## config.mk

```make
export PLATFORM = sky130hd
export DESIGN_NAME = cache_cmd_issue_queue
export DESIGN_NICKNAME = d
export VERILOG_FILES = /design/src/rtl/cache_cmd_issue_queue.sv
export SDC_FILE = /design/constraint.sdc
export NUM_CORES = 1
export LEC_CHECK = 0
export ABC_AREA = 0
export BUFFER_PORTS_ARGS = -buffer_cell sky130_fd_sc_hd__clkbuf_2
export CAP_MARGIN = 15
export CORE_MARGIN = 4
export CORE_UTILIZATION = 60
export DETAILED_ROUTE_END_ITERATION = 10
export GPL_TIMING_DRIVEN = 0
export PLACE_DENSITY = 0.83
export SLEW_MARGIN = 20
export SYNTH_ARGS = -nofsm -noshare
export SYNTH_HDL_FRONTEND = slang
export SYNTH_SLANG_ARGS = --single-unit
```

## constraint.sdc

```tcl
create_clock -name i_clock -period 7.3 [get_ports i_clock]
set_input_delay 1.46 -clock i_clock [delete_from_list [all_inputs] [get_ports i_clock]]
set_output_delay 1.46 -clock i_clock [all_outputs]
set_load 0.03 [all_outputs]
```

## src/rtl/cache_cmd_issue_queue.sv

```systemverilog
// cache_cmd_issue_queue
//   Buffers up to DEPTH cache read/write commands in a circular FIFO and issues
//   them in push order to the memory controller, one at a time. Each command is
//   held on the controller port until it is acknowledged. The block records the
//   controller tag for each accepted command. It also counts outstanding
//   transactions against MAX_OUT.
//
// Ports
//   i_clock, i_reset     : clock (rising edge), asynchronous active-high reset
//   i_req_*, o_req_ready : cache-side push interface (push = valid & ready)
//   i_mc_full            : controller queue full, blocks new issue
//   o_mc_*               : command presented to the controller
//   i_mc_ack, i_mc_tag   : controller accept and the tag it assigned
//   i_cmp_valid          : controller completed one outstanding command
//   o_issue_done/_tag    : one-cycle pulse and captured tag after an accept
//   o_q_count            : FIFO occupancy
//   o_out_count          : issued-but-not-completed commands
//   o_cmp_err            : sticky, completion seen with nothing outstanding
module cache_cmd_issue_queue #(
    parameter int unsigned DWIDTH  = 64,
    parameter int unsigned AWIDTH  = 32,
    parameter int unsigned DEPTH   = 4,
    parameter int unsigned TAGW    = 3,
    parameter int unsigned MAX_OUT = 8
) (
    input  logic                       i_clock,
    input  logic                       i_reset,
    input  logic                       i_req_valid,
    input  logic                       i_req_rw,
    input  logic [AWIDTH-1:0]          i_req_addr,
    input  logic [DWIDTH-1:0]          i_req_data,
    output logic                       o_req_ready,
    input  logic                       i_mc_full,
    output logic                       o_mc_valid,
    output logic                       o_mc_rw,
    output logic [AWIDTH-1:0]          o_mc_addr,
    output logic [DWIDTH-1:0]          o_mc_data,
    input  logic                       i_mc_ack,
    input  logic [TAGW-1:0]            i_mc_tag,
    input  logic                       i_cmp_valid,
    output logic                       o_issue_done,
    output logic [TAGW-1:0]            o_issue_tag,
    output logic [$clog2(DEPTH):0]     o_q_count,
    output logic [$clog2(MAX_OUT):0]   o_out_count,
    output logic                       o_cmp_err
);

    localparam int unsigned PTR_W = $clog2(DEPTH);
    localparam int unsigned OUT_W = $clog2(MAX_OUT) + 1;
    localparam logic [PTR_W:0]   DEPTH_CNT = (PTR_W + 1)'(DEPTH);
    localparam logic [OUT_W-1:0] MAX_CNT   = OUT_W'(MAX_OUT);

    typedef enum logic [0:0] {StIdle, StSend} state_e;

    state_e r_state;
    state_e w_state_nxt;

    // FIFO storage and pointers; pointers wrap naturally since DEPTH is 2**n
    logic              r_mem_rw   [DEPTH];
    logic [AWIDTH-1:0] r_mem_addr [DEPTH];
    logic [DWIDTH-1:0] r_mem_data [DEPTH];
    logic [PTR_W-1:0]  r_wr_ptr;
    logic [PTR_W-1:0]  r_rd_ptr;
    logic [PTR_W:0]    r_q_count;

    logic [OUT_W-1:0]  r_out_count;
    logic              r_cmp_err;
    logic              r_issue_done;
    logic [TAGW-1:0]   r_issue_tag;
    logic              r_mc_rw;
    logic [AWIDTH-1:0] r_mc_addr;
    logic [DWIDTH-1:0] r_mc_data;

    logic w_push;
    logic w_launch;
    logic w_accept;

    // Ready uses only the registered count, so a pop in the same cycle never
    // makes room for a push into a full queue.
    assign o_req_ready = (r_q_count < DEPTH_CNT);
    assign w_push      = i_req_valid & o_req_ready;
    assign w_launch    = (r_state == StIdle) && (r_q_count != '0) && !i_mc_full
                         && (r_out_count < MAX_CNT);
    assign w_accept    = (r_state == StSend) && i_mc_ack;

    // FSM: state register
    always_ff @(posedge i_clock or posedge i_reset) begin
        if (i_reset) begin
            r_state <= StIdle;
        end else begin
            r_state <= w_state_nxt;
        end
    end

    // FSM: next state
    always_comb begin
        w_state_nxt = r_state;
        case (r_state)
            StIdle:  if (w_launch) w_state_nxt = StSend;
            StSend:  if (i_mc_ack) w_state_nxt = StIdle;
            default: w_state_nxt = StIdle;
        endcase
    end

    // FIFO storage needs no reset; occupancy is tracked by the counters below
    always_ff @(posedge i_clock) begin
        if (w_push) begin
            r_mem_rw[r_wr_ptr]   <= i_req_rw;
            r_mem_addr[r_wr_ptr] <= i_req_addr;
            r_mem_data[r_wr_ptr] <= i_req_data;
        end
    end

    always_ff @(posedge i_clock or posedge i_reset) begin
        if (i_reset) begin
            r_wr_ptr  <= '0;
            r_rd_ptr  <= '0;
            r_q_count <= '0;
        end else begin
            if (w_push) begin
                r_wr_ptr <= r_wr_ptr + PTR_W'(1);
            end
            // Head stays in the FIFO while presented; it is popped on accept
            if (w_accept) begin
                r_rd_ptr <= r_rd_ptr + PTR_W'(1);
            end
            case ({w_push, w_accept})
                2'b10:   r_q_count <= r_q_count + 1'b1;
                2'b01:   r_q_count <= r_q_count - 1'b1;
                default: r_q_count <= r_q_count;
            endcase
        end
    end

    // Command registers: loaded only on launch, so they stay stable in SEND
    always_ff @(posedge i_clock or posedge i_reset) begin
        if (i_reset) begin
            r_mc_rw   <= 1'b0;
            r_mc_addr <= '0;
            r_mc_data <= '0;
        end else if (w_launch) begin
            r_mc_rw   <= r_mem_rw[r_rd_ptr];
            r_mc_addr <= r_mem_addr[r_rd_ptr];
            r_mc_data <= r_mem_data[r_rd_ptr];
        end
    end

    // Accept reporting and outstanding-transaction tracking
    always_ff @(posedge i_clock or posedge i_reset) begin
        if (i_reset) begin
            r_issue_done <= 1'b0;
            r_issue_tag  <= '0;
            r_out_count  <= '0;
            r_cmp_err    <= 1'b0;
        end else begin
            r_issue_done <= w_accept;
            if (w_accept) begin
                r_issue_tag <= i_mc_tag;
            end
            case ({w_accept, i_cmp_valid})
                2'b10: r_out_count <= r_out_count + 1'b1;
                2'b01: begin
                    if (r_out_count == '0) begin
                        r_cmp_err <= 1'b1;
                    end else begin
                        r_out_count <= r_out_count - 1'b1;
                    end
                end
                default: r_out_count <= r_out_count;
            endcase
        end
    end

    // mc_valid comes straight from the state register so reset drops it at once
    assign o_mc_valid   = (r_state == StSend);
    assign o_mc_rw      = r_mc_rw;
    assign o_mc_addr    = r_mc_addr;
    assign o_mc_data    = r_mc_data;
    assign o_issue_done = r_issue_done;
    assign o_issue_tag  = r_issue_tag;
    assign o_q_count    = r_q_count;
    assign o_out_count  = r_out_count;
    assign o_cmp_err    = r_cmp_err;

endmodule
```

==> flow_summary.yaml, run 1 <==
outcome:
  status: "completed"
setup_path:
  critPathCaptureType: "register"
  max_stage_delay_ns: 0.81
  critPathSlowestCell: "nor4_4"
  worst-endpoint-required_ns: 7.71
  start_kind: "primary input"
  r2r_end: "o_mc_addr[11]$_DFFE_PP0P_"
  cp_max_fo: 10
  crit_type: "in -> reg"
  crit_family: "simple AND/OR/NAND/NOR gates"
  worst-r2r-setup-slack_ns: 4.75
  crit_chain: "clkbuf_2, nor4_4, buf_4, buf_6, mux2_2"
  crit_buf_inv: 3
  rr_startpoint: "o_mc_valid$_DFF_PP0_"
  reg2regPathDepth: 5
  arrival_ns: 3.30
layout:
  drive_above_1_share_pct: 47.8
  layout.cells.non_filler: 1498
  nNetsFinal: 1180
  post-route-cell-area_um2: 21900
  area_growth_pct: 19.0
grt:
  grt_pass1_vias: 9550
  grt_antenna_before_repair: 1
  grt_max_degree: 71
  track_usage_pct: 22.0
  grt_pass1_wl_um: 56100
  gr-total-overflow: 0
clocking:
  clock_path_buffers: 3
  post_cts_resized: 0
  cts_setup_buffers: 0
  clock_latency_ns: 0.55
  ctsHoldBuffers: 0
  clk_pin_slew_ns: 0.07
  clock_tree.htree_level_count: 2
  cts_tree: "built"
  numCtsBuffers: 49
  clock_sinks: 502
  cts_root_buf: "clkbuf_16"
drt:
  drc: 0
  firstDrtPassIters: 5
  antenna_left: 0
  num_vias: 8749
  drtIter0Drc: 758
  drt-total-wl_um: 36100
  vias_per_cell: 5.84
  wl_per_cell_um: 24.1
placed_design:
  port_buffers: 216
  gp_congestion: 0.719
  place_hpwl_um: 22100
  dp.cells: 1406
  preCtsSetupSlack_ns: 3.89
  placed_area_um2: 20200
synth:
  yosys_warnings: 0
  synth_nets: 904
  ys_top_cells_by_area: "edfxtp_1 63%, dfrtp_1 15%, mux4_2 12%"
  yosys.area.top_type_share_pct: 63.2
  yosysSeqAreaShare_pct: 78.7
  synth_edf_count: 388
  ys_seq_elements: 502
  synth_area_um2: 18400
  ys.flop_type: "edfxtp_1"
  syn_avg_cell_area_um2: 23.3
  synthTopCellsByCount: "388 x edfxtp_1, 114 x dfrtp_1, 98 x mux2_2"
  async_flop_share_pct: 22.7
  syn_inst: 791
  yosysTopAreaCell: "edfxtp_1"
  yosysUniqueCellTypes: 34
  yosysMostFrequentCell: "edfxtp_1"
die:
  row_count: 63
  die_area_um2: 33600
  dieHeight_um: 183
  core_area_um2: 30000
  start_util_pct: 61.5
  die_w_um: 183
  io_pins: 217
hold_path:
  hold_depth: 1
  hold_path_class: "reg -> reg"
  hold_path_startpoint: "o_cmp_err$_DFFE_PP0P_"
  min_to: "o_cmp_err$_DFFE_PP0P_"
run:
  cap_viol_max_count: 0
sta:
  timing.fmax_ghz: 0.346
  slew_headroom_pct: 33.9
  tightest_slew_ns: 0.984
  rsz0062_at_grt: "no"
  maxSlewViolCount: 0
  hold_viol_final: 0
  fin_crit_ns: 2.89
  setup_total_negative_slack_ns: 0
  period_share_pct: 39.6
  final.setup_skew_ns: 0.0301
  setup_violations: 0
  fin_ws_ns: 4.41
power_and_ir_drop:
  power.density_nw_per_um2: 439
  p_leak_nw: 8.01
  peakVddDrop_mv: 0.296
  power_mw: 9.62
==> sequential cells by signal (all words and copies together), names as in the netlist, 3 cells and up <==
name,flops
o_out_count,4
o_issue_tag,3
r_mem_rw,4
r_mem_data,256
o_mc_data,64
o_q_count,3
o_mc_addr,32
r_mem_addr,128
==> stage by stage <==
step                      hold WS (ns)  util (%)
after global placement           0.450      66.8
after detailed placement         0.484      67.6
after floorplan                  0.580         -
final                            0.494      73.2
after CTS                        0.498      73.2
after global routing             0.509      73.2
==> kinds of logic after synthesis <==
logic type	synth area share (%)
DFF	78.7
muxes	18.1
buffers and inverters	1.22
and+or+nand+nor	0.679
AOI/OAI and AO/OA	0.421
xor gates and xnor gates	0.380
adders and majority gates	0.516
==> cell usage in the layout (no fill, tap or decap), types with 5 or more instances in the layout <==
master,Yosys,routed
buf_2,18,18
bufinv_16,0,5
mux2_2,98,98
clkbuf_16,0,51
clkbuf_1,11,23
edfxtp_1,388,388
clkbuf_2,0,216
clkinv_2,0,7
ha_1,6,6
dfrtp_1,114,114
xnor2_1,7,7
buf_16,0,7
inv_1,11,10
mux4_2,97,97
clkbuf_8,0,9
==> cell type report <==
type	count	area (um^2)
tap	390	488
timing repair buffer	225	1310
sequential	502	14500
multi-input combinational	244	3710
fill	1713	8030
clock buffer	72	1450
inverter	11	48.8
clock inverter	19	229
buffer	34	184
antenna	1	2.50
==> report_power, final <==
| group | internal, mW | switching [mW] | total (mW) |
|---|---|---|---|
| logic | 1.27 | 1.76 | 3.02 |
| registers | 3.75 | 0.281 | 4.03 |
| clock network | 1.55 | 1.02 | 2.57 |
| total | 6.57 | 3.05 | 9.62 |
==> worst max-delay path by stage <==
| stage | slack, ns | cells after the start | start | end |
|---|---|---|---|---|
| global placement | 0.75 | 2 | i_reset | o_mc_addr[10]$_DFFE_PP0P_ |
| CTS | 4.42 | 5 | i_mc_full | o_mc_addr[11]$_DFFE_PP0P_ |
| detailed placement | 3.89 | 5 | i_mc_full | o_mc_addr[11]$_DFFE_PP0P_ |
| finish | 4.41 | 5 | i_mc_full | o_mc_addr[11]$_DFFE_PP0P_ |
| floorplan | 2.75 | 3 | i_req_valid | r_mem_addr[0][0]$_DFFE_PP_ |
| global route | 4.39 | 5 | i_mc_full | o_mc_addr[11]$_DFFE_PP0P_ |
==> layer usage <==
metal  GRT usage, %  share of wire (%)  vias to the layer above
met5              0                  0                        -
met4           5.21                1.8                        0
met3           5.18                7.5                       47
met2           37.8                 52                      317
met1           29.1                 39                     4598
li1               -                  -                     3787
(Power assumes the default switching activity.)
==> run 2: changes to the inputs <==
--- a/config.mk
+++ b/config.mk
@@ -5,14 +5,14 @@
 export SDC_FILE = /design/constraint.sdc
 export NUM_CORES = 1
 export LEC_CHECK = 0
-export ABC_AREA = 0
+export ABC_AREA = 1
 export BUFFER_PORTS_ARGS = -buffer_cell sky130_fd_sc_hd__clkbuf_2
 export CAP_MARGIN = 15
 export CORE_MARGIN = 4
-export CORE_UTILIZATION = 60
+export CORE_UTILIZATION = 58
 export DETAILED_ROUTE_END_ITERATION = 10
 export GPL_TIMING_DRIVEN = 0
-export PLACE_DENSITY = 0.83
+export PLACE_DENSITY = 0.8
 export SLEW_MARGIN = 20
 export SYNTH_ARGS = -nofsm -noshare
 export SYNTH_HDL_FRONTEND = slang
==> constraint.sdc (replaced) <==
create_clock -name i_clock -period 3 [get_ports i_clock]
set_input_delay 0.6 -clock i_clock [delete_from_list [all_inputs] [get_ports i_clock]]
set_output_delay 0.6 -clock i_clock [all_outputs]
set_load 0.03 [all_outputs]
==> flow_summary.yaml, run 2 <==
grt:
  grt_pass1_vias: 12900
  gr-total-overflow: 0
  grt_antenna_before_repair: 8
  grt_pass1_wl_um: 71300
  grt_max_degree: 34
  track_usage_pct: 25.6
sta:
  rsz0062_at_grt: "no"
  maxSlewViolCount: 0
  tightest_slew_ns: 0.936
  setup_total_negative_slack_ns: 0
  slew_headroom_pct: 37.2
  timing.fmax_ghz: 0.374
  fin_crit_ns: 2.67
  final.setup_skew_ns: 0.0165
  setup_violations: 0
  hold_viol_final: 0
  period_share_pct: 89.2
placed_design:
  dp.cells: 2124
  port_buffers: 216
  place_hpwl_um: 29800
  gp_congestion: 0.799
  placed_area_um2: 21000
synth:
  yosysSeqAreaShare_pct: 76.9
  yosys_warnings: 0
  ys_top_cells_by_area: "edfxtp_1 62%, dfrtp_1 15%, nand2_1 6.2%"
  yosys.area.top_type_share_pct: 61.8
  async_flop_share_pct: 22.7
  syn_avg_cell_area_um2: 13.0
  ys.flop_type: "edfxtp_1"
  syn_inst: 1451
  synth_edf_count: 388
  synth_area_um2: 18900
  ys_seq_elements: 502
  yosysMostFrequentCell: "edfxtp_1"
  synth_nets: 1564
  yosysTopAreaCell: "edfxtp_1"
  yosysUniqueCellTypes: 25
  synthTopCellsByCount: "388 x edfxtp_1, 313 x nand2_1, 300 x nor2_1"
drt:
  wl_per_cell_um: 20.9
  num_vias: 12800
  antenna_left: 0
  vias_per_cell: 5.76
  drtIter0Drc: 1196
  drc: 0
  drt-total-wl_um: 46200
  firstDrtPassIters: 6
layout:
  top_register: "r_mem_data"
  drive_above_1_share_pct: 19.1
  layout.cells.non_filler: 2217
  final_cell_mix: "388 x edfxtp_1, 313 x nand2_1, 296 x nor2_1"
  fillCellCount: 2041
  largest_reg_flops: 256
  area_growth_pct: 20.2
  nNetsFinal: 1853
  regArea_um2: 14500
  multi_input_area_um2: 3950
  utilization_pct: 71.3
  post-route-cell-area_um2: 22700
  final_common_cell: "edfxtp_1"
setup_path:
  worst-endpoint-required_ns: 3.43
  critPathCaptureType: "register"
  reg2regPathDepth: 6
  start_kind: "register"
  arrival_ns: 3.11
  crit_type: "reg -> reg"
  cp_max_fo: 10
power_and_ir_drop:
  peakVddDrop_mv: 0.631
  p_leak_nw: 8.89
  power.density_nw_per_um2: 1060
  power_mw: 24.0
die:
  row_count: 65
  io_pins: 217
  die_area_um2: 35500
  core_area_um2: 31800
  dieHeight_um: 188
  start_util_pct: 59.3
  die_w_um: 188
clocking:
  numCtsBuffers: 49
  cts_setup_buffers: 0
  clock_path_buffers: 3
  cts_root_buf: "clkbuf_16"
  clock_tree.htree_level_count: 2
  clock_latency_ns: 0.55
  cts_tree: "built"
  clk_pin_slew_ns: 0.06
  post_cts_resized: 0
  clock_sinks: 502
  ctsHoldBuffers: 0
outcome:
  status: "completed"
run:
  cap_viol_max_count: 0
hold_path:
  hold_path_class: "in -> async"
[run 2: cell types whose count changed after synthesis, moves of 97 or more]
cell,change
o21ai_0,+102
mux2_2,-98
nand2_1,+309
o32ai_1,+97
nor2_1,+297
mux4_2,-97
[run 2: final timing paths]
kind                                                from                    endpoint  slack [ns]
worst min-delay path                             i_reset   o_mc_addr[18]$_DFFE_PP0P_        0.10
worst max-delay path                o_mc_valid$_DFF_PP0_    o_mc_addr[8]$_DFFE_PP0P_        0.33
worst max register to register      o_mc_valid$_DFF_PP0_    o_mc_addr[8]$_DFFE_PP0P_        0.33
max in group asynchronous                        i_reset   o_mc_data[42]$_DFFE_PP0P_        2.31
min in group i_clock                         i_mc_tag[2]  o_issue_tag[2]$_DFFE_PP0P_        0.25
worst min register to register  o_mc_addr[2]$_DFFE_PP0P_    o_mc_addr[2]$_DFFE_PP0P_        0.48
[run 2: area by class of cell]
cell class / count / area share [%]
flip-flops and latches: 502 / 64.0
multi-input cells: 843 / 17.4
repair buffers: 238 / 7.05
clock buffers: 71 / 6.23
well taps: 435 / 2.40
plain buffers: 83 / 1.50
clock inverters: 20 / 0.950
inverters: 23 / 0.398
diodes: 2 / 0.0221
[run 2: critical path: stages (launching register included)]
cell     delay, ns
dfrtp_1       0.52
nor4_4        0.89
inv_2         0.42
buf_2         0.33
buf_2         0.23
nand2_1       0.09
nand2_1       0.06
[run 2: power by group]
| group | leakage, nW | internal, mW | switching (mW) |
|---|---|---|---|
| registers | 4.93 | 8.96 | 0.674 |
| logic | 3.17 | 2.40 | 5.91 |
| clock network | 0.796 | 3.62 | 2.49 |
[run 2: through the flow]
stage	worst slack, ns	hold slack, ns
3_5_place_dp	0.259	0.464
5_1_grt	0.243	0.119
3_3_place_gp	-2.95	0.462
2_1_floorplan	-1.06	0.557
4_1_cts	0.342	0.0968
6_report	0.325	0.102
[run 2: cells by family after synthesis]
group                    after synthesis  share of synthesized area, %
AO/OA/AOI/OAI                        206                          7.41
AND/OR/NAND/NOR                      624                          12.6
adder cells (fa/ha/maj)                7                         0.504
buffers and inverters                106                          2.26
flip-flops                           502                          76.9
XOR/XNOR                               6                         0.279
[run 2: metal layers]
metal / up-vias / wire length, um / GRT usage [%]
li1: 5715 / - / -
met1: 6252 / 18000 / 34.5
met2: 667 / 22300 / 41.7
met3: 122 / 4160 / 5.08
met4: 10 / 1730 / 10.3
met5: - / 73 / 0
